[config.mk]
export PLATFORM = sky130hd
export DESIGN_NAME = if_fetch_queue
export DESIGN_NICKNAME = d
export VERILOG_FILES = /design/src/rtl/if_pkg.sv /design/src/rtl/fetch_fifo.sv /design/src/rtl/if_fetch_queue.sv
export SDC_FILE = /design/constraint.sdc
export NUM_CORES = 1
export LEC_CHECK = 0
export CAP_MARGIN = 10
export CELL_PAD_IN_SITES_DETAIL_PLACEMENT = 0
export CELL_PAD_IN_SITES_GLOBAL_PLACEMENT = 1
export CORE_MARGIN = 3
export CORE_UTILIZATION = 48
export CTS_CLUSTER_SIZE = 14
export DETAILED_ROUTE_END_ITERATION = 10
export GPL_ROUTABILITY_DRIVEN = 0
export MAX_ROUTING_LAYER = met4
export PLACE_DENSITY_LB_ADDON = 0.05
export SYNTH_ARGS = -nofsm -noshare
export SYNTH_HDL_FRONTEND = slang
export SYNTH_SLANG_ARGS = --single-unit
[constraint.sdc]
create_clock -name clk -period 4.25 [get_ports clk]
set_clock_uncertainty 0.15 [all_clocks]
set_input_delay 1.275 -clock clk [delete_from_list [all_inputs] [get_ports clk]]
set_output_delay 1.275 -clock clk [all_outputs]
set_load 0.005 [all_outputs]
[src/rtl/if_pkg.sv]
`default_nettype none
// ============================================================================
// Package : if_pkg
// Shared defaults and the fetch-buffer entry layout for the fetch stage.
// Rev     : 1.0
// ============================================================================
package if_pkg;

    localparam int              c_XLEN     = 16;
    localparam int              c_ILEN     = 16;
    localparam logic [c_XLEN-1:0] c_RESET_PC = '0;

    typedef struct packed {
        logic [c_ILEN-1:0] instr;
        logic [c_XLEN-1:0] pc;
    } fetch_entry_t;

endpackage
`default_nettype wire

[src/rtl/fetch_fifo.sv]
`default_nettype none
// ============================================================================
// Module : fetch_fifo
// Synchronous FIFO with push/pop/flush and occupancy count; flush dominates.
// Rev    : 1.0
// ============================================================================
module fetch_fifo #(
    parameter int DEPTH = 4,
    parameter int WIDTH = 32,
    localparam int AW   = $clog2(DEPTH)
) (
    input  logic             clk,
    input  logic             rst,
    input  logic             i_push,
    input  logic             i_pop,
    input  logic             i_flush,
    input  logic [WIDTH-1:0] i_wdata,
    output logic [WIDTH-1:0] o_rdata,
    output logic [AW:0]      o_count,
    output logic             o_full,
    output logic             o_empty
);

    logic [WIDTH-1:0] r_mem [DEPTH];
    logic [AW-1:0]    r_wr_ptr;
    logic [AW-1:0]    r_rd_ptr;
    logic [AW:0]      r_count;
    logic             w_push;
    logic             w_pop;

    assign o_empty = (r_count == '0);
    assign o_full  = (r_count == (AW+1)'(DEPTH));
    assign o_count = r_count;
    assign o_rdata = r_mem[r_rd_ptr];

    // Guard against misuse: never pop empty, never push full without a pop.
    assign w_pop  = i_pop & ~o_empty;
    assign w_push = i_push & (~o_full | w_pop);

    always_ff @(posedge clk) begin
        if (rst) begin
            r_wr_ptr <= '0;
            r_rd_ptr <= '0;
            r_count  <= '0;
            for (int i = 0; i < DEPTH; i++) begin
                r_mem[i] <= '0;
            end
        end else if (i_flush) begin
            r_wr_ptr <= '0;
            r_rd_ptr <= '0;
            r_count  <= '0;
        end else begin
            if (w_push) begin
                r_mem[r_wr_ptr] <= i_wdata;
                r_wr_ptr        <= r_wr_ptr + AW'(1);
            end
            if (w_pop) begin
                r_rd_ptr <= r_rd_ptr + AW'(1);
            end
            r_count <= r_count + {{AW{1'b0}}, w_push} - {{AW{1'b0}}, w_pop};
        end
    end

endmodule
`default_nettype wire

[src/rtl/if_fetch_queue.sv]
`default_nettype none
// ============================================================================
// Module : if_fetch_queue
// Instruction fetch: PC register, 1-cycle imem request, buffered valid/ready
// hand-off to decode, with redirect flush of buffered and in-flight fetches.
// Rev    : 1.0
// ============================================================================
module if_fetch_queue
    import if_pkg::*;
#(
    parameter int              XLEN     = c_XLEN,
    parameter int              ILEN     = c_ILEN,
    parameter int              DEPTH    = 4,
    parameter logic [XLEN-1:0] RESET_PC = XLEN'(c_RESET_PC)
) (
    input  logic            clk,
    input  logic            rst,
    input  logic            redir_valid,
    input  logic            redir_abs,
    input  logic [XLEN-1:0] redir_base,
    input  logic [XLEN-1:0] redir_off,
    output logic            imem_en,
    output logic [XLEN-1:0] imem_addr,
    input  logic [ILEN-1:0] imem_rdata,
    output logic            dec_valid,
    input  logic            dec_ready,
    output logic [ILEN-1:0] dec_instr,
    output logic [XLEN-1:0] dec_pc,
    output logic [XLEN-1:0] dec_pc_next
);

    localparam int CW = $clog2(DEPTH) + 1;

    logic [XLEN-1:0]      r_pc;
    logic [XLEN-1:0]      r_req_pc;
    logic                 r_inflight;

    logic [XLEN-1:0]      w_target;
    logic [CW-1:0]        w_count;
    logic [CW-1:0]        w_occupancy;
    logic                 w_full;
    logic                 w_empty;
    logic                 w_issue;
    logic                 w_push;
    logic                 w_pop;
    logic [ILEN+XLEN-1:0] w_head;

    assign w_target = redir_abs ? redir_base : (redir_base + redir_off);

    // Space is reserved at issue time, so the in-flight slot counts as used.
    assign w_occupancy = w_count + {{(CW-1){1'b0}}, r_inflight};
    assign w_issue     = ~rst & ~redir_valid & ~w_full & (w_occupancy < CW'(DEPTH));

    // A response landing in a redirect cycle is killed rather than buffered.
    assign w_push = r_inflight & ~redir_valid & ~rst;
    assign w_pop  = dec_valid & dec_ready;

    assign imem_en     = w_issue;
    assign imem_addr   = r_pc;
    assign dec_valid   = ~w_empty & ~rst;
    assign dec_instr   = w_head[ILEN+XLEN-1:XLEN];
    assign dec_pc      = w_head[XLEN-1:0];
    assign dec_pc_next = dec_pc + XLEN'(1);

    always_ff @(posedge clk) begin
        if (rst) begin
            r_pc       <= RESET_PC;
            r_req_pc   <= '0;
            r_inflight <= 1'b0;
        end else if (redir_valid) begin
            r_pc       <= w_target;
            r_inflight <= 1'b0;
        end else if (w_issue) begin
            r_pc       <= r_pc + XLEN'(1);
            r_req_pc   <= r_pc;
            r_inflight <= 1'b1;
        end else begin
            r_inflight <= 1'b0;
        end
    end

    fetch_fifo #(
        .DEPTH (DEPTH),
        .WIDTH (ILEN + XLEN)
    ) u_fifo (
        .clk     (clk),
        .rst     (rst),
        .i_push  (w_push),
        .i_pop   (w_pop),
        .i_flush (redir_valid),
        .i_wdata ({imem_rdata, r_req_pc}),
        .o_rdata (w_head),
        .o_count (w_count),
        .o_full  (w_full),
        .o_empty (w_empty)
    );

endmodule
`default_nettype wire
**Word-level counts from Yosys, hierarchy flattened**

Memory sizes are Yosys's and may differ from the RTL's. A register that Yosys moved wholly into a read port is not among the register bits.
Cells that the tools add are included.

- Add/subtract/negate cells: 8
- Order comparisons: 1
- Eq/ne operators: 1
- Mux-type cells: 15
- Bitwise gates (word level): 14
- Reductions and logical operators: 5

Operators with widths:

| kind | number |
|---|---|
| two-way mux 16 bit | 3 |
| adder 16 x 1 -> 16 bit (second input constant) | 2 |
| two-way mux 32 bit | 1 |
| OR reduction 32 bit | 1 |
| adder 16 bit | 1 |
| AND 1 bit | 9 |
| two-way mux 1 bit | 8 |
| adder 3 x 1 -> 3 bit | 2 |
| two-way mux 2 bit | 3 |
| adder 2 x 1 -> 2 bit (second input constant) | 2 |
| NOT 1 bit | 4 |
| equality test 3 bit (second input constant) | 1 |
| zero test 3 bit | 1 |
| less-than comparator 3 bit (second input constant) | 1 |
| subtractor 3 x 1 -> 3 bit | 1 |
| AND reduction 2 bit | 1 |
| nonzero test 2 bit | 1 |
| OR reduction 2 bit | 1 |
| OR 1 bit | 1 |

- Flip-flop bits (word level): 40
- Bits in writable memories: 128
- Input port bits: 53
- Output and inout bits: 66
- Logic and storage cells: 51
- Memories kept: 1

Memories:

| memory | depth | bits a word | read ports | clocked after Yosys merged registers in | write ports | RTL line | RTL |
|---|---|---|---|---|---|---|---|
| u_fifo.r_mem | 4 | 32 | 1 | 1 | 4 | fetch_fifo.sv:24 | `logic [WIDTH-1:0] r_mem [DEPTH];` |

**Logic depth before layout (Yosys ltp)**

- Depth in word-level cells: 13
- Gate-level depth with buffers: 10
- Mapped depth without buffers: 10

**Modules after synthesis**

Synthesis repeated with hierarchy kept, for this count alone.

- Cells, all modules: 718
- Area total of the unflattened synthesis: 8693.3 sq um

Modules (own cells, without submodules):

| module | times used | cells each | area an instance (sq um) | sequential area each (sq um) |
|---|---|---|---|---|
| fetch_fifo | 1 | 360 | 5995.8 | 4023.9 |
| if_fetch_queue | 1 | 358 | 2697.6 | 660.6 |

**Worst setup path before layout**

No wires, ideal clock.

- Path type: input-to-output
- Start point: input rst
- End point: output imem_en
- Arrival: 2.151 ns
- Required time: 2.825 ns
- Setup slack: 0.674 ns
- Stages: 5
- Path buffers: 2
- Path through: nor2_1 nand2_1 inv_1 clkbuf_1 clkbuf_1

- Longest elaborated chain between the ends: 4

RTL lines:

| what | RTL line | RTL |
|---|---|---|
| start, declared | if_fetch_queue.sv:17 | `input logic rst,` |
| NOT 1 bit | if_fetch_queue.sv:52 | `assign w_issue = ~rst & ~redir_valid & ~w_full & (w_occupancy < CW'(DEPTH));` |
| AND 1 bit (3 in a row) | if_fetch_queue.sv:52 |  |
| end, declared | if_fetch_queue.sv:22 | `output logic imem_en,` |

No other way between the ends.

==> impl_results.html <==
<table>
<tr><th>Metric</th><th>Value</th></tr>
<tr><th colspan="2">Drt</th></tr>
<tr><td>Post-Route WL</td><td>19200 µm</td></tr>
<tr><td>Detailed-routing iteration count for the pre-antenna-repair pass</td><td>4</td></tr>
<tr><td>Vias after detailed routing</td><td>5724</td></tr>
<tr><td>Starting DRC count in detailed routing</td><td>291</td></tr>
<tr><td>DRC</td><td>0</td></tr>
<tr><td>Number of antenna-violating nets in the routed design</td><td>0</td></tr>
<tr><td>WL/cell</td><td>18.0 µm</td></tr>
<tr><td>Via-per-instance ratio</td><td>5.38</td></tr>
<tr><th colspan="2">Power</th></tr>
<tr><td>Static power due to leakage</td><td>3.98 nW</td></tr>
<tr><td>Share of power burned in the clock network</td><td>40.5%</td></tr>
<tr><td>Net Sw Frac</td><td>22.9%</td></tr>
<tr><td>Switching pwr</td><td>0.000884 W</td></tr>
<tr><td>Total power per unit cell area</td><td>361 nW/µm²</td></tr>
<tr><td>Post-layout power</td><td>0.00386 W</td></tr>
<tr><td>Reg power frac</td><td>48.9%</td></tr>
<tr><td>Combinational Power Share</td><td>10.7%</td></tr>
<tr><td>Internal power</td><td>0.00298 W</td></tr>
<tr><td>Maximum VDD drop</td><td>0.000287 V</td></tr>
<tr><th colspan="2">STA</th></tr>
<tr><td>Max Clock Freq</td><td>238 MHz</td></tr>
<tr><td>Final critical-path required period</td><td>4.20 ns</td></tr>
<tr><td>Total of endpoints with negative setup slack in the final report</td><td>0</td></tr>
<tr><td>Final clock period utilization by the worst path</td><td>98.7%</td></tr>
<tr><td>Post-route worst setup slack</td><td>0.0533 ns</td></tr>
<tr><td>Worst slew margin relative to its limit</td><td>59.6%</td></tr>
<tr><td>Final-layout setup total negative slack</td><td>0 ns</td></tr>
<tr><td>Hold violation count in the final report</td><td>0</td></tr>
<tr><td>Slew of the pin with the lowest slew margin</td><td>0.604 ns</td></tr>
<tr><td>Unrepaired setup endpoints after global routing</td><td>yes</td></tr>
<tr><td>Pins over their slew limit</td><td>0</td></tr>
<tr><th colspan="2">Logic synthesis</th></tr>
<tr><td>Top_reg_cell synth</td><td>sky130_fd_sc_hd__edfxtp_1</td></tr>
<tr><td>Syn Area/Cell</td><td>12.2 µm²</td></tr>
<tr><td>Asr flop ratio synth</td><td>0%</td></tr>
<tr><td>Number of synthesized flops with an enable pin</td><td>128</td></tr>
<tr><td>Number of warnings issued by yosys</td><td>0</td></tr>
<tr><td>Synthesized cell area</td><td>8460 µm²</td></tr>
<tr><td>Count of distinct cell types in the synthesized netlist</td><td>59</td></tr>
<tr><td>Synth area leaders</td><td>sky130_fd_sc_hd__edfxtp_1 (45%), sky130_fd_sc_hd__dfxtp_1 (9.9%), sky130_fd_sc_hd__and2_1 (9.8%), sky130_fd_sc_hd__mux4_2 (8.5%), sky130_fd_sc_hd__xnor2_1 (3.2%)</td></tr>
<tr><td>Fraction of synthesized cell area taken by the top area cell type</td><td>45.4%</td></tr>
<tr><td>Count of mapped cells out of synthesis</td><td>695</td></tr>
<tr><td>Flop and latch count out of synthesis</td><td>170</td></tr>
<tr><td>Number of nets in the synthesized netlist</td><td>769</td></tr>
<tr><td>Area leader, netlist</td><td>sky130_fd_sc_hd__edfxtp_1</td></tr>
<tr><td>Sequential fraction of the synthesis area</td><td>55.4%</td></tr>
<tr><th colspan="2">Setup path</th></tr>
<tr><td>Delay of the slowest cell on the worst path</td><td>0.52 ns</td></tr>
<tr><td>Cell with the largest stage delay on the worst path</td><td>sky130_fd_sc_hd__clkdlybuf4s50_1</td></tr>
<tr><td>Data arrival time of the critical path</td><td>2.77 ns</td></tr>
<tr><td>Cells traversed along the worst timing path</td><td>buf_4 &gt; buf_8 &gt; mux4_2 &gt; and3_4 &gt; and3_4 &gt; nand3_2 &gt; xnor2_1 &gt; clkdlybuf4s50_1</td></tr>
<tr><td>Worst Path Class, Setup</td><td>reg -&gt; out</td></tr>
<tr><td>Cell type with the highest occurrence count on the critical path</td><td>sky130_fd_sc_hd__and3_4</td></tr>
<tr><td>Launching point of the worst reg2reg path</td><td>u_fifo.o_count[1]</td></tr>
<tr><td>Critical path launch point type</td><td>flip-flop</td></tr>
<tr><td>Kind of end point of the critical path</td><td>output pin</td></tr>
<tr><td>Critical Path Fanout Max</td><td>17</td></tr>
<tr><td>Required time of the critical path</td><td>2.82 ns</td></tr>
<tr><th colspan="2">Place</th></tr>
<tr><td>Area post-placement</td><td>10000 µm²</td></tr>
<tr><td>Worst setup slack before clock tree synthesis</td><td>0.189 ns</td></tr>
<tr><td>Dpl hpwl</td><td>13400 µm</td></tr>
<tr><td>Quantity of I/O buffers inserted on ports</td><td>118</td></tr>
<tr><td>Placed Cells incl. Taps</td><td>1028</td></tr>
<tr><th colspan="2">Global routing</th></tr>
<tr><td>Largest net degree at the start of global routing</td><td>34</td></tr>
<tr><td>Aggregate global-route resource usage</td><td>20.9%</td></tr>
<tr><td>Wire length of the first global-routing pass</td><td>31400 µm</td></tr>
<tr><td>Number of global-route vias before repair</td><td>5912</td></tr>
<tr><td>Initial antenna violation count</td><td>0</td></tr>
<tr><td>Total gr overflow</td><td>0</td></tr>
<tr><th colspan="2">Layout</th></tr>
<tr><td>Final Instance Count excl. Fillers</td><td>1064</td></tr>
<tr><td>Final Cell Area</td><td>10700 µm²</td></tr>
<tr><td>Antenna diodes</td><td>0</td></tr>
<tr><td>Commonest cells after routing, fill and taps aside</td><td>sky130_fd_sc_hd__and2_1 (132), sky130_fd_sc_hd__edfxtp_1 (128), sky130_fd_sc_hd__clkdlybuf4s50_1 (116)</td></tr>
<tr><td>Most common cell after layout, fill and taps aside</td><td>sky130_fd_sc_hd__and2_1</td></tr>
<tr><td>Number of nets in the layout</td><td>905</td></tr>
<tr><td>P&amp;R area growth vs syn</td><td>26.5%</td></tr>
<tr><td>Fraction of layout instances using a drive strength above 1</td><td>14.3%</td></tr>
<tr><th colspan="2">Status</th></tr>
<tr><td>Run status</td><td>complete, no violations</td></tr>
<tr><th colspan="2">Clocking</th></tr>
<tr><td>CTS sink cnt</td><td>170</td></tr>
<tr><td>Clock transition at path regs</td><td>0.06 ns</td></tr>
<tr><td>Max Root-Sink Buffers</td><td>2</td></tr>
<tr><td>CTS HTree Levels</td><td>4</td></tr>
<tr><td>Number of buffers inserted during clock tree synthesis</td><td>17</td></tr>
<tr><td>Clock tree root driver cell</td><td>sky130_fd_sc_hd__clkbuf_16</td></tr>
<tr><td>CTS tree</td><td>done</td></tr>
<tr><td>Number of hold buffers added after CTS</td><td>0</td></tr>
<tr><td>Latest clock arrival within the worst-skew pair</td><td>0.41 ns</td></tr>
<tr><th colspan="2">Floorplan</th></tr>
<tr><td>Die area</td><td>19300 µm²</td></tr>
<tr><td>Count of standard-cell rows</td><td>47</td></tr>
<tr><td>Num ports</td><td>119</td></tr>
<tr><td>Area inside the core boundary</td><td>16900 µm²</td></tr>
<tr><td>Starting density of the core</td><td>50.0%</td></tr>
<tr><td>Die W</td><td>139 µm</td></tr>
<tr><td>Vertical die dimension</td><td>139 µm</td></tr>
<tr><th colspan="2">Job</th></tr>
<tr><td>Max-cap violations</td><td>0</td></tr>
<tr><th colspan="2">Min path</th></tr>
<tr><td>Critical hold path startpoint</td><td>r_req_pc[3]</td></tr>
<tr><td>Hold Path Class</td><td>reg -&gt; reg</td></tr>
</table>
final cells by class:
type / count / area (µm²)
fillers: 1310 / 6230
flip-flops and latches: 170 / 4690
multi-input cells: 477 / 3590
repair buffers: 152 / 1500
clock buffers: 20 / 457
well taps: 220 / 275
clock inverters: 12 / 148
inverters: 13 / 48.8
worst paths after layout:
path                                           to  slack [ns]  cells after the start
worst min register to register        r_req_pc[3]        0.34                      2
worst min-delay path                  r_req_pc[3]        0.34                      2
worst max register to register  u_fifo.o_count[2]        1.72                     10
worst max-delay path              dec_pc_next[15]        0.05                      8
cell usage after synthesis, drive strengths merged (2+ instances only):
master / n
clkbuf: 24
a21o: 4
nor3b: 2
o21ai: 10
a31oi: 3
nor2b: 4
mux4: 32
fa: 2
xnor2: 31
a21oi: 35
nor4: 5
mux2: 2
buf: 11
or2: 5
nand3: 17
nand2b: 2
ha: 19
o21a: 4
nor2: 37
and4: 3
o221ai: 2
o211ai: 2
or3: 2
edfxtp: 128
a211oi: 10
and2: 132
o211a: 4
and3b: 2
nand4: 6
inv: 13
nor3: 9
nand2: 64
dfxtp: 42
nand3b: 4
xor2: 6
and3: 5
a31o: 2
layer usage:
layer / vias up / share of wire (%) / global-route usage, %
li1: 2780 / - / -
met1: 2796 / 45 / 26.9
met2: 132 / 50 / 34.0
met3: 16 / 4.1 / 4.07
met4: 0 / 1.5 / 6.54
met5: - / 0 / -
through the flow:
stage,util [%],hold WS [ns]
final,63.2,0.339
after detailed placement,59.1,0.333
after floorplan,-,0.307
after global routing,63.2,0.360
after global placement,59.1,0.322
after CTS,63.0,0.342
critical path, delay by kind of cell, from the launching register on:
family / cells / cell delay (ns)
buffers and inverters: 3 / 0.92
and+or+nand+nor: 3 / 0.50
DFF: 1 / 0.40
muxes: 1 / 0.40
xor gates and xnor gates: 1 / 0.13
power by group through the flow:
stage | logic (W) | registers (W) | clock network, W
finish | 0.000411 | 0.00189 | 0.00156
floorplan | 0.000207 | 0.00191 | 0
global route | 0.000451 | 0.00189 | 0.00167
global placement | 0.000405 | 0.00192 | 0
detailed placement | 0.000410 | 0.00192 | 0
CTS | 0.000415 | 0.00189 | 0.00159
timing repair:
action	in CTS	in global routing
pin swaps	0	1
setup endpoints to repair	8	9
resized for setup	9	7
buffers inserted	3	1
flip-flops by register name, summed over array words and instances (netlist names), named ones only:
register and count:
u_fifo.r_mem 128, imem_addr 16, r_req_pc 16, u_fifo.o_count 3, u_fifo.r_rd_ptr 2, u_fifo.r_wr_ptr 2, r_inflight 1
cells by family after synthesis:
| group | share of synthesized area (%) |
|---|---|
| AND/OR/NAND/NOR | 19.5 |
| multiplexers | 8.90 |
| flip-flops | 55.4 |
| XOR/XNOR | 3.83 |
| buffers and inverters | 2.63 |
| AO/OA/AOI/OAI | 6.51 |
| adder cells (fa/ha/maj) | 3.28 |
(Power assumes the default switching activity.)
